--- src/rtl/ccu_ctrl_snoop_unit.sv ---
// Snoop unit: forwards the first responder's CD line as AXI R beats, drains the other responders, issues invalidate acks.
// Optional CCU_SU_LAST_CHECK_EN: checks cd_last_i against the beat counter and flags SLVERR on mismatch.
package ccu_ctrl_snoop_unit_pkg;
  typedef enum logic {READ_SNP_DATA = 1'b0, SEND_INVALID_ACK_R = 1'b1} su_op_e;
endpackage

module ccu_ctrl_snoop_unit
  import ccu_ctrl_snoop_unit_pkg::*;
#(
  parameter int unsigned DcacheLineWidth = 128,
  parameter int unsigned AxiDataWidth    = 32,
  parameter int unsigned AxiIdWidth      = 4,
  parameter int unsigned NoMstPorts      = 4,
  localparam int unsigned MstIdxBits     = $clog2(NoMstPorts)
) (
  input  logic                               clk_i,
  input  logic                               rst_ni,
  input  logic                               su_valid_i,
  output logic                               su_ready_o,
  input  su_op_e                             su_op_i,
  input  logic [AxiIdWidth-1:0]              ar_id_i,
  input  logic                               shared_i,
  input  logic                               dirty_i,
  input  logic [NoMstPorts-1:0]              data_available_i,
  input  logic [MstIdxBits-1:0]              first_responder_i,
  input  logic [NoMstPorts-1:0]              cd_valid_i,
  output logic [NoMstPorts-1:0]              cd_ready_o,
  input  logic [NoMstPorts*AxiDataWidth-1:0] cd_data_i,
  input  logic [NoMstPorts-1:0]              cd_last_i,
  output logic                               r_valid_o,
  input  logic                               r_ready_i,
  output logic [AxiIdWidth-1:0]              r_id_o,
  output logic [AxiDataWidth-1:0]            r_data_o,
  output logic [3:0]                         r_resp_o,
  output logic                               r_last_o,
  output logic                               busy_o
);

  localparam int unsigned DcacheLineWords = DcacheLineWidth / AxiDataWidth;
  localparam int unsigned CntW = (DcacheLineWords > 1) ? $clog2(DcacheLineWords) : 1;
  localparam logic [CntW-1:0] LastBeat = CntW'(DcacheLineWords - 1);

  typedef enum logic [1:0] {IDLE, FWD, ACK} state_e;

  state_e                  state_q, state_d;
  logic [AxiIdWidth-1:0]   id_q, id_d;
  logic                    shared_q, shared_d;
  logic                    dirty_q, dirty_d;
  logic [NoMstPorts-1:0]   avail_q, avail_d;
  logic [MstIdxBits-1:0]   first_q, first_d;
  logic [CntW-1:0]         beat_cnt_q, beat_cnt_d;
  logic [NoMstPorts-1:0]   done_q, done_d;
  logic [CntW-1:0]         drain_cnt_q [NoMstPorts];
  logic [CntW-1:0]         drain_cnt_d [NoMstPorts];

  logic [AxiDataWidth-1:0] cd_data_arr [NoMstPorts];
  logic                    fwd_vld, fwd_hs, fwd_last;
  logic [1:0]              resp_lo;
  logic                    unused_last;

  always_comb begin
    for (int j = 0; j < NoMstPorts; j++) begin
      cd_data_arr[j] = cd_data_i[j*AxiDataWidth +: AxiDataWidth];
    end
  end

  assign fwd_last = (beat_cnt_q == LastBeat);
  assign fwd_vld  = (state_q == FWD) && cd_valid_i[first_q] && !done_q[first_q];
  assign fwd_hs   = fwd_vld && r_ready_i;
  // Drain ports always stop at the counter boundary, so their cd_last bits never change behaviour.
  assign unused_last = ^cd_last_i;

`ifdef CCU_SU_LAST_CHECK_EN
  logic err_q, err_d;
  logic last_err, err_now;

  assign last_err = fwd_vld && (cd_last_i[first_q] != fwd_last);
  assign err_now  = err_q || last_err;
  assign resp_lo  = err_now ? 2'b10 : 2'b00;

  always_comb begin
    err_d = err_q;
    if (state_q == IDLE && su_valid_i) begin
      err_d = 1'b0;
    end else if (fwd_hs && last_err) begin
      err_d = 1'b1;
    end
  end

  always_ff @(posedge clk_i or negedge rst_ni) begin
    if (!rst_ni) begin
      err_q <= 1'b0;
    end else begin
      err_q <= err_d;
    end
  end
`else
  assign resp_lo = 2'b00;
`endif

  always_comb begin
    state_d     = state_q;
    id_d        = id_q;
    shared_d    = shared_q;
    dirty_d     = dirty_q;
    avail_d     = avail_q;
    first_d     = first_q;
    beat_cnt_d  = beat_cnt_q;
    done_d      = done_q;
    drain_cnt_d = drain_cnt_q;
    su_ready_o  = 1'b0;
    busy_o      = (state_q != IDLE);
    cd_ready_o  = '0;
    r_valid_o   = 1'b0;
    r_id_o      = '0;
    r_data_o    = '0;
    r_resp_o    = '0;
    r_last_o    = 1'b0;

    unique case (state_q)
      IDLE: begin
        su_ready_o = 1'b1;
        if (su_valid_i) begin
          id_d       = ar_id_i;
          shared_d   = shared_i;
          dirty_d    = dirty_i;
          avail_d    = data_available_i;
          first_d    = first_responder_i;
          beat_cnt_d = '0;
          // Ports with nothing to send start out finished.
          done_d     = ~data_available_i;
          for (int j = 0; j < NoMstPorts; j++) begin
            drain_cnt_d[j] = '0;
          end
          state_d = (su_op_i == READ_SNP_DATA) ? FWD : ACK;
        end
      end

      ACK: begin
        r_valid_o = 1'b1;
        r_id_o    = id_q;
        r_last_o  = 1'b1;
        if (r_ready_i) begin
          state_d = IDLE;
        end
      end

      FWD: begin
        r_valid_o = fwd_vld;
        r_id_o    = id_q;
        r_data_o  = cd_data_arr[first_q];
        r_resp_o  = {shared_q, dirty_q, resp_lo};
        r_last_o  = fwd_last;

        for (int j = 0; j < NoMstPorts; j++) begin
          if (MstIdxBits'(j) == first_q) begin
            cd_ready_o[j] = r_ready_i && !done_q[j];
          end else begin
            cd_ready_o[j] = avail_q[j] && !done_q[j];
            if (cd_valid_i[j] && cd_ready_o[j]) begin
              if (drain_cnt_q[j] == LastBeat) begin
                done_d[j]      = 1'b1;
                drain_cnt_d[j] = '0;
              end else begin
                drain_cnt_d[j] = drain_cnt_q[j] + 1'b1;
              end
            end
          end
        end

        if (fwd_hs) begin
          if (fwd_last) begin
            done_d[first_q] = 1'b1;
            beat_cnt_d      = '0;
          end else begin
            beat_cnt_d = beat_cnt_q + 1'b1;
          end
        end

        if (&done_d) begin
          state_d = IDLE;
        end
      end

      default: state_d = IDLE;
    endcase
  end

  always_ff @(posedge clk_i or negedge rst_ni) begin
    if (!rst_ni) begin
      state_q    <= IDLE;
      id_q       <= '0;
      shared_q   <= 1'b0;
      dirty_q    <= 1'b0;
      avail_q    <= '0;
      first_q    <= '0;
      beat_cnt_q <= '0;
      done_q     <= '0;
      for (int j = 0; j < NoMstPorts; j++) begin
        drain_cnt_q[j] <= '0;
      end
    end else begin
      state_q     <= state_d;
      id_q        <= id_d;
      shared_q    <= shared_d;
      dirty_q     <= dirty_d;
      avail_q     <= avail_d;
      first_q     <= first_d;
      beat_cnt_q  <= beat_cnt_d;
      done_q      <= done_d;
      drain_cnt_q <= drain_cnt_d;
    end
  end

endmodule

--- config.mk ---
export PLATFORM = sky130hd
export DESIGN_NAME = ccu_ctrl_snoop_unit
export DESIGN_NICKNAME = d
export VERILOG_FILES = /design/src/rtl/ccu_ctrl_snoop_unit.sv
export SDC_FILE = /design/constraint.sdc
export NUM_CORES = 1
export LEC_CHECK = 0
export ABC_CLOCK_PERIOD_IN_PS = 4500
export BUFFER_PORTS_ARGS = -buffer_cell sky130_fd_sc_hd__buf_2
export CAP_MARGIN = 40
export CORE_MARGIN = 5
export CORE_UTILIZATION = 44
export DETAILED_ROUTE_END_ITERATION = 8
export PLACE_DENSITY_LB_ADDON = 0.15
export SYNTH_ARGS = -nofsm -noshare
export SYNTH_HDL_FRONTEND = slang
export SYNTH_SLANG_ARGS = --single-unit
--- constraint.sdc ---
create_clock -name clk_i -period 4.5 [get_ports clk_i]
set_clock_uncertainty 0.1 [all_clocks]
set_input_delay 0.675 -clock clk_i [delete_from_list [all_inputs] [get_ports clk_i]]
set_output_delay 0.675 -clock clk_i [all_outputs]
set_load 0.01 [all_outputs]
# After elaboration in Yosys (flattened, before gate mapping)
# Cells that the tools add are included.
[op_classes] add_sub_neg=5 multipliers=0 div_mod_pow=0 n_lt_le_gt_ge=3 eq_ne=22 shift=0 n_mux=64 bitwise_logic=3 n_reduce_logical=35
[ops] operator="$mux 32" count=3
[ops] operator="$bmux 32 s2" count=1
[ops] operator="$mux 2" count=19
[ops] operator="$mux 4" count=7
[ops] operator="$mux 1" count=24
[ops] operator="$reduce_and 4->1" count=5
[ops] operator="$logic_and 1x1->1" count=16
[ops] operator="$pmux 8 s2" count=1
[ops] operator="$ne 2x2->1 const B" count=7
[ops] operator="$eq 2x2->1 const B" count=6
[ops] operator="$add 2x1->2 const B" count=5
[ops] operator="$ne 2x1->1 const B" count=5
[ops] operator="$mux 8" count=1
[ops] operator="$pmux 4 s2" count=1
[ops] operator="$pmux 2 s3" count=1
[ops] operator="$reduce_and 3->1" count=2
[ops] operator="$logic_not 1->1" count=5
[ops] operator="$bmux 1 s2" count=2
[ops] operator="$eq 2x2->1 const A" count=2
[ops] operator="$logic_not 2->1" count=2
[ops] operator="$not 4->4" count=1
[ops] operator="$or 4x4->4" count=1
[ops] operator="$pmux 1 s2" count=2
[ops] operator="$pmux 2 s2" count=1
[ops] operator="other kinds (10)" count=12
[totals] ff_bits=28 latch_bits=0 ramBits=0 rom_bits=0 output_inout_bits=48 memories=0

# Logic depth before layout (Yosys ltp)
# Gate-level depths: netlist (run 1).
[logic_depth] ltp_word=13 mapped_depth=8 depth_no_buf=8

# Least setup slack after synthesis (run 1)
# No wires, ideal clock.
[synth_timing] path_kind="reg2out" from="register state_q[1]" to="output port r_data_o[0]" arrival_time_ns=1.575 t_required_ns=3.725 path_slack_ns=2.150 path_stages_with_launch=7 path_cell_list="dfrtp_1 -> inv_1 -> ha_1 -> clkbuf_1 -> clkbuf_1 -> clkbuf_1 -> and2_1"
[synth_via] elab_chain_cells=2
[synth_lines] element="from (decl)" line_no="45" source="state_e state_q, state_d;"
[synth_lines] element="from (signal assigned)" line_no="203" source="state_q <= state_d;"
[synth_lines] element="$eq 2x1->1" line_no="120" source="unique case (state_q)"
[synth_lines] element="$mux 32" line_no="120"
[synth_lines] element="to (decl)" line_no="33" source="output logic [AxiDataWidth-1:0] r_data_o,"
# Every way passes these cells.

# Worst setup path in the final report (run 1)
[layout_timing] from="register first_q[0]" to="output port r_data_o[3]"
[layout_via] elab_chain_cells=5
[layout_lines] element="from (decl)" line_no="50" source="logic [MstIdxBits-1:0] first_q, first_d;"
[layout_lines] element="from (signal assigned)" line_no="208" source="first_q <= first_d;"
[layout_lines] element="$not 2->3 (not written as such)" line_no="151" source="r_data_o = cd_data_arr[first_q];"
[layout_lines] element="$bmux 32 s2" line_no="151"
[layout_lines] element="$mux 32 (not written as such) (2 in series)" line_no="151"
[layout_lines] element="$mux 32" line_no="120"
# Every way passes these cells. The select of a mux whose other input is x is not followed.

==> metrics.csv, run 1 <==
metric;value;unit
sum of negative setup slack;0;ns
shortest clock period the worst path allows after layout;3.126;ns
WP data arrival;2.35;ns
LEAKAGE;1.946;nW
worst-path maximum fanout;20;
final clock period utilization by the worst path;0.6946;
post-synthesis compound-gate area fraction;0.1080;
CTS H-Tree Depth;1;
count of TritonRoute iterations in the first routing pass;4;
Overall Power;0.001951;W
worst slew margin relative to its limit;0.5753;
flip-flop and latch count after synthesis;28;
boundary pin count;201;
Routed Antenna Nets;0;
setup repair after global routing missed its margin;no;
cts-stage hold buffer count;0;
core occupancy in the finished layout;0.6375;
die area;7624;um2
wire length after detailed routing;8899;um
number of hold-slack violations in the final timing report;0;
Die H;87.32;um
area of the core;5851;um2
Initial Utilization;0.4495;
number of warnings issued by yosys;0;
CTS tree;yes;
Worst Setup End Kind;primary output;
status;finished clean;
average instance area after synthesis;11.24;um2
die outline width;87.32;um
number of cell rows;28;
share of Yosys cell area claimed by the top area cell type;0.2740;
final-report setup violation count;0;
area delta synth->final;41.82;%
total standard cell area after synthesis;2630;um2
Simple-Gate Fraction of Synth Area;0.1760;
DR WL/cell;18.01;um
portion of the post-synthesis area used by sequential elements;0.2664;
number of antenna diodes;0;
Max-Cap Viols;0;
vias in the first global route;2888;
GR Overflow Total;0;
first-pass GRT wire length;13820;um
RePlAce Congestion;0.9047;
largest net degree at the start of global routing;58;
Slew @ Worst Pin;0.6371;ns
leading cell types by total area after synthesis;mux4_2 27%, dfrtp_1 27%, and2_1 9.0%, mux2_2 6.4%, a22o_1 5.3%;
kind of path behind the tightest hold check;in2async;
IR Drop Worst-Case VDD;0.3444;mV
number of antenna violations at the first check in global routing;0;
required arrival time at the worst endpoint;3.72;ns
adder and majority gate portion of the synthesized area;0.03806;
power per standard cell area;523.1;nW/um2
total of buffers placed on input and output ports;194;
clock transition at the registers of the reported paths;0.10;ns
commonest non-fill, non-tap cells in the layout;194 x buf_2, 38 x and2_1, 32 x mux4_2;
clk sinks;28;
number of gates given a new drive strength after cts;0;
class of the most critical setup path;reg2out;
maximum operating frequency;0.3199;GHz
final net count;581;
deepest clock path buffer count;2;
fraction of final layout cells with drive strength greater than 1;0.5990;
combinational family with the most area after synthesis;multiplexers;
Iter 0 DRT Violations;66;
number of vias per cell;5.411;
multiplexer share of the synthesized area;0.3687;
DPL Wire Length;7404;um
clock latency of the later-clocked register in the worst-skew pair;0.28;ns
Slew Limit Fails;0;
Synth Instances;234;
CTS root buf;clkbuf_8;
Filler Cells Inserted;521;
Post-CTS Setup Bufs;0;
gr usage total;0.2324;
placed cell count;490;
# DRC;0;
leading area contributor after synthesis;mux4_2;
cts bufs inserted;3;
via total after detailed routing;2673;
count of cell types in the netlist;37;
startpoint kind of the worst setup timing path;register;
final standard cell count with taps included and fillers excluded;494;
most common cell after layout, fill and taps aside;buf_2;
synthesized-area fraction occupied by xor and xnor cells;0;
==> kinds of logic (layout without fill, tap and decap cells) <==
logic type / after synthesis / after routing
compound gates: 36 / 36
fa+ha+maj: 8 / 8
buf+inv: 25 / 209
flops: 28 / 28
mux: 55 / 55
other cells: 1 / 2
simple gates: 81 / 81
==> worst paths after layout <==
check | startpoint | endpoint | slack (ns) | cells after the start
max | first_q[0] | r_data_o[3] | 1.37 | 4
min | rst_ni | drain_cnt_q[0] | 0.30 | 1
max reg2reg | first_q[1] | state_q[0] | 2.14 | 6
min reg2reg | shared_q | shared_q | 0.41 | 1
max in group asynchronous | rst_ni | first_q[0] | 3.55 | 1
min in group clk_i | shared_q | shared_q | 0.41 | 1
==> sequential cells by signal, summed over array words and instances (netlist names) <==
signal       count
drain_cnt_q      8
avail_q          4
done_q           4
id_q             4
beat_cnt_q       2
first_q          2
state_q          2
dirty_q          1
shared_q         1
==> cells in the mapped netlist <==
cell and number:
a21boi_0 1, nand2_1 11, clkbuf_1 11, o21ai_0 4, and3_1 3, o311ai_0 1, buf_4 3, mux2_2 15
nor3_1 1, mux2i_1 8, inv_1 6, nor2_1 13, a41oi_1 1, nand4bb_1 1, ha_1 8, o311a_1 1
conb_1 1, nand3_1 1, nor3b_1 4, o21a_1 1, dfrtp_1 28, nor2b_1 1, and2_1 38, a31oi_1 1
nand2b_1 3, nand4_1 1, buf_2 3, a2111o_1 1, nand3b_1 1, and3b_1 1, a221o_1 3, mux4_2 32
a21oi_1 5, a22o_1 16, buf_1 2, o22a_1 1, nand4b_1 2
==> final cells by class <==
class                           instances  area, um2  share of cell area
Clock buffer                            3      41.29             0.01107
Clock inverter                          1      30.03            0.008051
Inverter                                6      22.52            0.006038
Multi-Input combinational cell        182       1824              0.4891
Sequential cell                        28      701.9              0.1882
Tap cell                               75      93.84             0.02516
Timing Repair Buffer                  199       1016              0.2724
==> where the power goes <==
part / total [W] / switching (W) / internal [W]
logic: 0.00125 / 0.000569 / 0.000686
registers: 0.000495 / 0.000145 / 0.000351
clock network: 0.000201 / 0.0000821 / 0.000119
==> worst max-delay path, stage by stage (launching register included) <==
cell and delay [ns]:
dfrtp_2 0.73, buf_4 0.45, mux4_2 0.56, and2_1 0.18, buf_2 0.14
==> metal layers <==
metal,vias to the layer above,wire length (um),track usage
met5,-,0,0
met4,0,216,0.06555
met3,21,913,0.07852
met2,131,4597,0.4281
met1,1259,3172,0.2501
li1,1262,-,-
==> stage by stage <==
stage | setup slack [ns] | hold WS [ns] | area (um2)
final | 1.374 | 0.3026 | 3730
after global routing | 1.163 | 0.3367 | 3730
after CTS | 1.313 | 0.3173 | 3730
after detailed placement | 1.646 | 0.3894 | 3659
after global placement | 1.669 | 0.3792 | 3643
after floorplan | 2.150 | 0.2794 | 2634
No activity file was read; power rests on OpenSTA's default activity.
==> run 2: changes to the inputs <==
--- a/config.mk
+++ b/config.mk
@@ -5,11 +5,12 @@
 export SDC_FILE = /design/constraint.sdc
 export NUM_CORES = 1
 export LEC_CHECK = 0
-export ABC_CLOCK_PERIOD_IN_PS = 4500
+export ABC_AREA = 1
+export ABC_CLOCK_PERIOD_IN_PS = 3100
 export BUFFER_PORTS_ARGS = -buffer_cell sky130_fd_sc_hd__buf_2
 export CAP_MARGIN = 40
 export CORE_MARGIN = 5
-export CORE_UTILIZATION = 44
+export CORE_UTILIZATION = 39
 export DETAILED_ROUTE_END_ITERATION = 8
 export PLACE_DENSITY_LB_ADDON = 0.15
 export SYNTH_ARGS = -nofsm -noshare
==> constraint.sdc (replaced) <==
create_clock -name clk_i -period 3.1 [get_ports clk_i]
set_clock_uncertainty 0.1 [all_clocks]
set_input_delay 0.465 -clock clk_i [delete_from_list [all_inputs] [get_ports clk_i]]
set_output_delay 0.465 -clock clk_i [all_outputs]
set_load 0.01 [all_outputs]
==> metrics.csv, run 2 <==
metric;value;unit;change
number of cell rows;28;;unchanged
final-report setup violation count;0;;unchanged
boundary pin count;201;;unchanged
setup repair after global routing missed its margin;no;;
count of TritonRoute iterations in the first routing pass;5;;+1
DR WL/cell;16.50;um;-8.4%
gr usage total;0.2213;;-0.01109
total placed instance area;3412;um2;-6.7%
startpoint kind of the worst setup timing path;register;;
placed cell count;584;;+19%
IR Drop Worst-Case VDD;0.5270;mV;+53%
flip-flop and latch count after synthesis;28;;unchanged
class of the most critical setup path;reg2out;;
CTS root buf;clkbuf_8;;
leading area contributor after synthesis;dfrtp_1;;
wire length after detailed routing;9704;um;+9.0%
Largest register FFs;8;;unchanged
Non-Filler Cell Area, Final;3467;um2;-7.0%
origin of the worst setup path;state_q[1];;
CTS H-Tree Depth;1;;unchanged
Slew Limit Fails;0;;unchanged
Iter 0 DRT Violations;148;;+120%
Worst Setup End Kind;primary output;;
number of antenna diodes;0;;unchanged
largest net degree at the start of global routing;36;;-38%
area delta synth->final;44.93;%;
worst slew margin relative to its limit;0.5700;;-0.005259
number of synthesized flops with an enable pin;0;;unchanged
number of gates given a new drive strength after cts;0;;unchanged
proportion of register bits with asynchronous set or reset after synthesis;1.000;;unchanged
deepest clock path buffer count;2;;unchanged
Slew @ Worst Pin;0.6450;ns;+0.007887 ns
area of combinational cells with multiple inputs;1466;um2;-20%
die area;7800;um2;+2.3%
# DRC;0;;unchanged
shortest clock period the worst path allows after layout;2.623;ns;
leading cell types by total area after synthesis;dfrtp_1 29%, a22oi_1 20%, a21oi_1 9.8%, nand2_1 8.2%, inv_1 5.2%;;
count of cell types in the netlist;24;;-35%
cts bufs inserted;3;;unchanged
number of antenna violations at the first check in global routing;0;;unchanged
DPL Wire Length;7607;um;+2.7%
number of warnings issued by yosys;0;;unchanged
cts-stage hold buffer count;0;;unchanged
RePlAce Congestion;0.8078;;-11%
vias in the first global route;2899;;+0.38%
clock transition at the registers of the reported paths;0.10;ns;about the same
commonest non-fill, non-tap cells in the layout;194 x buf_2, 64 x a22oi_1, 52 x nand2_1;;
via total after detailed routing;3160;;+18%
clk sinks;28;;unchanged
GR Overflow Total;0;;unchanged
Routed Antenna Nets;0;;unchanged
status;finished clean;;
area occupied by registers;700.7;um2;-0.18%
Filler Cells Inserted;596;;+14%
clock latency of the later-clocked register in the worst-skew pair;0.28;ns;about the same
most common cell after layout, fill and taps aside;buf_2;;
WP data arrival;2.06;ns;-0.29 ns
Synth Instances;331;;+41%
fraction of final layout cells with drive strength greater than 1;0.4308;;-0.1682
CTS tree;yes;;
average instance area after synthesis;7.227;um2;-36%
launching point of the worst reg2reg path;state_q[1];;
Post-CTS Setup Bufs;0;;unchanged
Critical R2R Capture;drain_cnt_q[0];;
area of the core;5956;um2;+1.8%
share of Yosys cell area claimed by the top area cell type;0.2929;;+0.01886
total standard cell area after synthesis;2392;um2;-9.0%
portion of the post-synthesis area used by sequential elements;0.2929;;+0.02647
total of buffers placed on input and output ports;194;;unchanged
endpoint of the most critical setup path;r_data_o[17];;
first-pass GRT wire length;13980;um;+1.2%
leading cell type by number of instances after synthesis;a22oi_1;;
kind of path behind the tightest hold check;in2async;;
sum of negative setup slack;0;ns;unchanged
maximum operating frequency;0.3813;GHz;
final standard cell count with taps included and fillers excluded;588;;+19%
LEAKAGE;1.887;nW;-3.0%
die outline width;88.32;um;+1.2%
required arrival time at the worst endpoint;2.53;ns;-1.19 ns
final clock period utilization by the worst path;0.8461;;
Die H;88.32;um;+1.2%
commonest register cell after synthesis;dfrtp_1;;
minimum setup slack among reg-to-reg paths;0.73;ns;-1.41 ns
number of hold-slack violations in the final timing report;0;;unchanged
largest register by flop count;drain_cnt_q;;
reg2reg path depth;8;;+2
final net count;675;;+16%
worst hold margin;0.1002;ns;-0.2024 ns
power per standard cell area;786.0;nW/um2;+50%
worst-path maximum fanout;30;;+50%
Initial Utilization;0.4017;;-0.04785
Max-Cap Viols;0;;unchanged
Post-synth top cells;64 x a22oi_1, 52 x nand2_1, 47 x a21oi_1;;
number of vias per cell;5.374;;-0.68%
## run 2: cell types whose count changed after synthesis, moves of 10 or more
cell / delta
mux4_2: -32
nand3_1: +10
a21oi_1: +42
nand2_1: +41
and2_1: -38
inv_1: +27
a22o_1: -16
a22oi_1: +64
o21ai_0: +18
## run 2: how the worst min path moves through the flow
stage | from | to | slack (ns) | cells past startpoint
6_report | rst_ni | drain_cnt_q[1] | 0.10 | 1
5_1_grt | rst_ni | dirty_q | 0.14 | 1
4_1_cts | rst_ni | dirty_q | 0.13 | 1
3_5_place_dp | drain_cnt_q[7] | drain_cnt_q[7] | 0.38 | 2
3_3_place_gp | drain_cnt_q[7] | drain_cnt_q[7] | 0.38 | 2
2_1_floorplan | rst_ni | avail_q[0] | 0.07 | 0
## run 2: worst max-delay path, stage by stage (launching register included)
cell	delay, ns
dfrtp_1	0.39
inv_1	0.08
ha_1	0.19
inv_1	0.43
buf_4	0.42
a21oi_1	0.11
buf_2	0.16
## run 2: per-layer routing
layer  global-route usage  part of all wire  vias up
met5                    0                 0        -
met4              0.04670             0.018        0
met3              0.03445             0.093       15
met2               0.3943              0.50      143
met1               0.2825              0.39     1451
li1                     -                 -     1551
## run 2: per-stage QoR
stage	total power [W]	setup slack [ns]	util
2_1_floorplan	0.001891	1.013	-
3_3_place_gp	0.002456	0.7398	0.5729
3_5_place_dp	0.002505	0.6970	0.5729
4_1_cts	0.002747	0.5037	0.5821
5_1_grt	0.002978	0.3441	0.5821
6_report	0.002725	0.4771	0.5821
## run 2: where the power goes
group          switching, W  total [W]  internal (W)
Clock              0.000116   0.000230      0.000114
Combinational       0.00114    0.00184      0.000706
Sequential         0.000123   0.000651      0.000528
Total               0.00138    0.00272       0.00135
## run 2: area by class of cell
| cell class | instances | area share |
|---|---|---|
| clock buffer | 4 | 0.01588 |
| timing repair buffer | 201 | 0.2952 |
| inverter | 34 | 0.03681 |
| multi-input combinational | 246 | 0.4230 |
| sequential | 28 | 0.2021 |
| tap | 75 | 0.02707 |
## run 2: cells by family (layout without fill, tap and decap cells)
kind of cell / count (synthesis) / after routing / synth area share
AOI/OAI and AO/OA: 138 / 138 / 0.3598
adders and majority gates: 8 / 8 / 0.04184
buffers and inverters: 58 / 239 / 0.09570
DFF: 28 / 28 / 0.2929
muxes: 10 / 10 / 0.04707
other: 1 / 2 / 0.001568
and+or+nand+nor: 88 / 88 / 0.1611
